==> src/rtl/alu_share_arbiter.sv <==
// Round-robin share of one registered-latency ALU between two requesters.
// One operation in flight; saturating count of errored results.
module alu_share_arbiter #(
  parameter int DATA_WIDTH  = 32,
  parameter int ALU_LATENCY = 1,
  parameter int ERR_CNT_W   = 8
) (
  input  logic                  clock,
  input  logic                  reset_n,
  input  logic                  req0_valid,
  output logic                  req0_ready,
  input  logic [DATA_WIDTH-1:0] req0_a,
  input  logic [DATA_WIDTH-1:0] req0_b,
  input  logic [3:0]            req0_control,
  output logic                  rsp0_valid,
  input  logic                  rsp0_ready,
  output logic [DATA_WIDTH-1:0] rsp0_result,
  output logic [3:0]            rsp0_flags,
  input  logic                  req1_valid,
  output logic                  req1_ready,
  input  logic [DATA_WIDTH-1:0] req1_a,
  input  logic [DATA_WIDTH-1:0] req1_b,
  input  logic [3:0]            req1_control,
  output logic                  rsp1_valid,
  input  logic                  rsp1_ready,
  output logic [DATA_WIDTH-1:0] rsp1_result,
  output logic [3:0]            rsp1_flags,
  output logic [DATA_WIDTH-1:0] alu_input_a,
  output logic [DATA_WIDTH-1:0] alu_input_b,
  output logic [3:0]            alu_control,
  input  logic [DATA_WIDTH-1:0] alu_result,
  input  logic                  alu_zero,
  input  logic                  alu_cout,
  input  logic                  alu_err_overflow,
  input  logic                  alu_err_invalid_control,
  output logic                  busy,
  output logic [ERR_CNT_W-1:0]  err_count
);

  localparam int CNT_W = (ALU_LATENCY < 2) ? 1 : $clog2(ALU_LATENCY + 1);

  typedef enum logic [1:0] {IDLE = 2'd0, EXEC = 2'd1, RESP = 2'd2} state_t;

  state_t           state, next_state;
  logic             rr_ptr;
  logic             owner;
  logic [CNT_W-1:0] cnt;
  logic             grant0, grant1;
  logic             accept;
  logic             capture;
  logic             rsp_done;

  always_ff @(posedge clock or negedge reset_n) begin
    if (!reset_n) state <= IDLE;
    else          state <= next_state;
  end

  always_comb begin
    next_state = state;
    unique case (state)
      IDLE:    if (accept)   next_state = EXEC;
      EXEC:    if (capture)  next_state = RESP;
      RESP:    if (rsp_done) next_state = IDLE;
      default: next_state = IDLE;
    endcase
  end

  // rr_ptr only breaks ties; a lone valid always wins.
  always_comb begin
    grant0     = req0_valid && (!req1_valid || !rr_ptr);
    grant1     = req1_valid && (!req0_valid ||  rr_ptr);
    req0_ready = (state == IDLE) && grant0;
    req1_ready = (state == IDLE) && grant1;
    accept     = req0_ready || req1_ready;
    capture    = (state == EXEC) && (cnt == '0);
    rsp_done   = (state == RESP) && (owner ? rsp1_ready : rsp0_ready);
    busy       = (state != IDLE);
  end

  always_ff @(posedge clock or negedge reset_n) begin
    if (!reset_n) begin
      rr_ptr      <= 1'b0;
      owner       <= 1'b0;
      cnt         <= '0;
      alu_input_a <= '0;
      alu_input_b <= '0;
      alu_control <= 4'h0;
      rsp0_valid  <= 1'b0;
      rsp0_result <= '0;
      rsp0_flags  <= 4'h0;
      rsp1_valid  <= 1'b0;
      rsp1_result <= '0;
      rsp1_flags  <= 4'h0;
      err_count   <= '0;
    end else begin
      if (accept) begin
        alu_input_a <= req1_ready ? req1_a       : req0_a;
        alu_input_b <= req1_ready ? req1_b       : req0_b;
        alu_control <= req1_ready ? req1_control : req0_control;
        owner       <= req1_ready;
        rr_ptr      <= ~req1_ready;
        cnt         <= CNT_W'(ALU_LATENCY);
      end
      if (state == EXEC && cnt != '0) cnt <= cnt - 1'b1;
      if (capture) begin
        if (owner) begin
          rsp1_valid  <= 1'b1;
          rsp1_result <= alu_result;
          rsp1_flags  <= {alu_err_invalid_control, alu_err_overflow, alu_cout, alu_zero};
        end else begin
          rsp0_valid  <= 1'b1;
          rsp0_result <= alu_result;
          rsp0_flags  <= {alu_err_invalid_control, alu_err_overflow, alu_cout, alu_zero};
        end
        if ((alu_err_overflow || alu_err_invalid_control) && err_count != '1)
          err_count <= err_count + 1'b1;
      end
      if (rsp_done) begin
        if (owner) rsp1_valid <= 1'b0;
        else       rsp0_valid <= 1'b0;
      end
    end
  end

endmodule

==> config.mk <==
export PLATFORM = sky130hd
export DESIGN_NAME = alu_share_arbiter
export DESIGN_NICKNAME = d
export VERILOG_FILES = /design/src/rtl/alu_share_arbiter.sv
export SDC_FILE = /design/constraint.sdc
export NUM_CORES = 1
export LEC_CHECK = 0
export BUFFER_PORTS_ARGS = -buffer_cell sky130_fd_sc_hd__buf_4
export CAP_MARGIN = 15
export CORE_MARGIN = 1.5
export CORE_UTILIZATION = 41
export DETAILED_ROUTE_END_ITERATION = 10
export GPL_ROUTABILITY_DRIVEN = 0
export PLACE_DENSITY = 0.77
export SLEW_MARGIN = 20
export SYNTH_ARGS = -nofsm -noshare
export SYNTH_HDL_FRONTEND = slang
export SYNTH_SLANG_ARGS = --single-unit
==> constraint.sdc <==
create_clock -name clock -period 1.6 [get_ports clock]
set_input_delay 0.4 -clock clock [delete_from_list [all_inputs] [get_ports clock]]
set_output_delay 0.4 -clock clock [all_outputs]
set_load 0.02 [all_outputs]
# Word level (Yosys, flattened, before mapping)
# Index checks and enable logic that the tools add are counted.
[totals]
register_bits = 155
elab_cells = 65
input_bits = 178
out_inout_bits = 153
[classes]
reduce_logical = 22
bitwise_logic = 3
addsub = 2
eq_ne = 6
mux = 18
[ops]
columns = ["op", "n"]
rows = [
  ["2-to-1 mux 32 bit", 2],
  ["2-to-1 mux 1 bit", 11],
  ["adder 8 x 1 -> 8 bit, second input constant", 1],
  ["logical AND 1 bit", 8],
  ["!= test 8 bit, second input constant", 1],
  ["2-to-1 mux 2 bit", 3],
  ["!= test 2 bit, second input constant", 3],
  ["case mux 2 bit (3 select lines)", 1],
  ["AND reduction 2 bit", 3],
  ["logical OR 1 bit", 4],
  ["2-to-1 mux 4 bit", 1],
  ["nonzero test 2 bit", 2],
  ["zero test 1 bit", 3],
  ["NOT 1 bit", 3],
  ["AND reduction 3 bit", 1],
  ["== test 2 x 1 -> 1 bit, second input constant", 1],
  ["== test 2 bit, second input constant", 1],
  ["zero test 2 bit", 1],
  ["subtractor 1 bit, second input constant", 1],
]

# Logic depth before layout (Yosys ltp)
[depth]
word_depth = 7
depth_mapped = 5
ltp_nobuf = 5

# Least setup slack after synthesis
# OpenSTA, ideal clock, no wires.
[synth_timing]
kind = "reg-to-output"
start = "register state[0]"
end = "output port req1_ready"
path_stages_with_launch = 5
required_time_ps = 1200
arrival_time_ps = 1388
n_path_buf = 1
setup_slack_ps = -188
cell_sequence = "dfrtp_1 -> nor2_1 -> nand2_1 -> a21oi_1 -> clkbuf_1"
[synth_between]
elab_chain_len = 2
[synth_lines]
columns = ["item", "line", "text"]
rows = [
  ["start, declared", "44", "state_t state, next_state;"],
  ["start signal, assigned", "55", "else state <= next_state;"],
  ["zero test 2 bit", "73", "req1_ready = (state == IDLE) && grant1;"],
  ["logical AND 1 bit", "73", ""],
  ["end, declared", "20", "output logic req1_ready,"],
]
# No other way between the ends.

# Final worst setup path
[layout_timing]
start = "register state[1]"
end = "register err_count[7]"
[layout_between]
elab_chain_len = 3
[layout_lines]
columns = ["item", "line", "text"]
rows = [
  ["== test 2 x 1 -> 1 bit", "75", "capture = (state == EXEC) && (cnt == '0);"],
  ["logical AND 1 bit", "75", ""],
  ["AND reduction 2 bit (no line)", "--", ""],
  ["end signal, assigned", "116", "err_count <= err_count + 1'b1;"],
  ["end, declared", "37", "output logic [ERR_CNT_W-1:0] err_count"],
]
# No other way between the ends.
# A chain may end at the register's enable or synchronous reset.

==> flow_summary.toml <==
[outcome]
status = "finished with violations"
violations = "setup timing"

[setup_path]
arrival_ps = 2190
crit_path_frequent_cell = "buf_6"
cp.required_ps = 1900
reg2reg_to = "err_count[7]"
crit_chain = "or3b_1 > buf_6 > buf_6 > nor3_4 > nand3_2 > mux2_4"
r2r_start = "state[1]"
r2r_slack_ps = -280
cp_max_fo = 4
critPathKind = "reg -> reg"
cp-end-kind = "flop"
start_kind = "flop"
cpPeakStageDelay_ps = 400
cp.buffers_inverters = 2
crit_family = "simple AND/OR/NAND/NOR gates"
rr_worst_depth = 6
crit_slowest_cell = "or3b_1"

[sta]
fin_ws_ps = -283
rsz0062_at_grt = "true"
finalMaxSlewViolations = 0
skew_ps = 12.1
hold_violations = 0
min_period_ps = 1880
worst_pin_slew_ps = 585
setup_violations = 151
max_freq_ghz = 0.531
relSlewSlack_pct = 60.8
finalCritPeriodShare_pct = 118

[worst_hold_path]
hp-class = "in -> reg"
min_path_cells = 2
hold_end = "alu_control[1]"
min_from = "req1_control[1]"

[power_and_ir_drop]
leakagePower_nw = 5.38
ir_drop_mv = 1.08
intPower_w = 0.0154
switchingPower_w = 0.00915
powerDensity_mw_per_mm2 = 2250
combPwrFrac_pct = 54.3
swShare_pct = 37.3
pwr-share-clk_pct = 16.7
seqPwrFrac_pct = 29.0

[grt]
gr-usage-all-layers_pct = 27.9
top_usage_layer = "met2"
grt_max_degree = 56
grt_pass1_vias = 5942
overflow = 0
grt_pass1_wl_um = 34200
grtUsageMet2_pct = 47.9
grt_antenna_before_repair = 0
grt_use_met3_pct = 9.72
grt_use_met1_pct = 32.5

[synth]
yosys-top-cells-area = "dfrtp_1 (61%), mux2_2 (13%), a221o_1 (11%)"
yosys.area.top_type_share_pct = 61.2
syn-instance-count = 454
ys_seq_area_share_pct = 61.2
synth_top_flop_cell = "dfrtp_1"
yosysWarnings = 0
post_synth.cell_area_avg_um2 = 14.0
yosysTopAreaCell = "dfrtp_1"
synth.most_common_cell = "dfrtp_1"
syn-num-nets = 633
netlist_top_cells_count = "dfrtp_1 (155), mux2_2 (73), a221o_1 (68), nor2b_1 (68), clkbuf_1 (22)"
synth_area_mm2 = 0.00634
async_flop_share_pct = 100
synth_edf_count = 0
ys_types = 30
ys_ff_latch = 155

[routing]
dr.pass1.iters = 5
vias_per_cell = 5.31
vias = 5561
drtIter0Drc = 229
drt-wirelength-per-cell_um = 21.5
finalWirelength_um = 22600
post-route-drc-count = 0
antenna_left = 0

[clock_network]
cts_max_path_buffers = 2
cts_buffers = 17
cts_tree = "yes"
clkTransAtPathRegs_ps = 70
ctsHtreeMaxLevel = 4
cts_sinks = 155
cts_root_buffer = "clkbuf_16"
insertion_delay_ps = 420

[final_layout]
syn_to_final_growth_pct = 72.1
nFillCells = 1012
drive_gt1_share_pct = 61.8
fin_cells = 1047
regArea_mm2 = 0.00388
final_nets = 1025
multiInputGateArea_mm2 = 0.00268
antennaDiodeCount = 0
final_util_pct = 72.0

[die]
initial_core_util_pct = 41.9
dieWidth_um = 127
ioPinCount = 331
die_h_um = 127
rows = 45
die_area_mm2 = 0.0162
core-area_mm2 = 0.0151

[placed_design]
dp_cells = 976
place_hpwl_um = 14300
place_ws_ps = -185
port_buffers = 330

[job]
maxCapViolations = 0
registers in the layout (all words and copies together), names as in the netlist, named ones only:
register and flops:
owner 1, err_count 8, alu_input_b 32, alu_input_a 32, rsp1_flags 4, rsp1_result 32, cnt 1, rsp0_result 32
rsp0_flags 4, state 2, alu_control 4, rr_ptr 1
placed cells by master, fill, tap and decap left out, types with 3 or more instances in the layout:
cell type	count
dfrtp_1	153
o21ai_0	6
a221o_1	68
inv_1	6
buf_8	4
mux2_4	76
nand3_1	3
buf_12	17
inv_6	4
buf_4	347
nand3_2	3
nand2_1	10
buf_6	25
clkinv_4	4
buf_16	7
clkbuf_16	17
nand2_2	3
nor2b_1	68
repair_timing:
item | CTS | global route
setup endpoints to repair | 149 | 153
buffers inserted | 28 | 6
hold buffers | 1 | 0
pin swaps | 14 | 6
hold endpoints to repair | 25 | 0
cloned | 15 | 0
gates resized for setup | 125 | 22
final cells by class:
class	instances	area share [%]
sequential	155	35.6
timing repair buffer	401	32.0
multi-input combinational	264	24.5
clock buffer	18	4.02
tap	188	2.16
clock inverter	14	1.48
inverter	7	0.241
worst max path at each step:
stage	startpoint	to	slack, ps	depth (start not counted)
after CTS	state[0]	req1_ready	-320	5
after global placement	state[1]	err_count[4]	-160	6
after global routing	state[1]	req1_ready	-330	5
final	state[1]	err_count[7]	-280	6
after detailed placement	state[1]	err_count[7]	-190	6
after floorplan	state[0]	rsp1_flags[0]	-70	5
per-layer routing:
layer	wire length (µm)	up-vias	share of wire, %
met4	551	0	2.4
met2	11400	281	50
li1	-	2463	-
met3	1920	34	8.5
met1	8720	2783	39
met5	0	-	0
power groups by stage:
stage	registers [W]	clock network, W	logic [W]
after detailed placement	0.00696	0	0.0108
after global routing	0.00730	0.00436	0.0141
after global placement	0.00692	0	0.0105
after CTS	0.00702	0.00415	0.0135
after floorplan	0.00914	0	0.00382
final	0.00711	0.00411	0.0133
cell families after synthesis:
logic type | count (synthesis) | share of synthesized area [%]
DFF | 155 | 61.2
and+or+nand+nor | 100 | 9.73
AOI/OAI and AO/OA | 83 | 12.2
muxes | 78 | 14.0
buffers and inverters | 36 | 2.60
xor gates and xnor gates | 1 | 0.138
adders and majority gates | 1 | 0.197
stage by stage:
stage,area (µm²),total power [W],setup TNS [ps],hold WS (ps)
floorplan,6390,0.0130,-4490,104
global placement,9300,0.0175,-12370,297
detailed placement,9300,0.0178,-16430,304
CTS,11000,0.0246,-21400,190
global route,10900,0.0257,-29190,183
finish,10900,0.0246,-20840,204
Note: power is estimated with default switching activity, not from simulation.
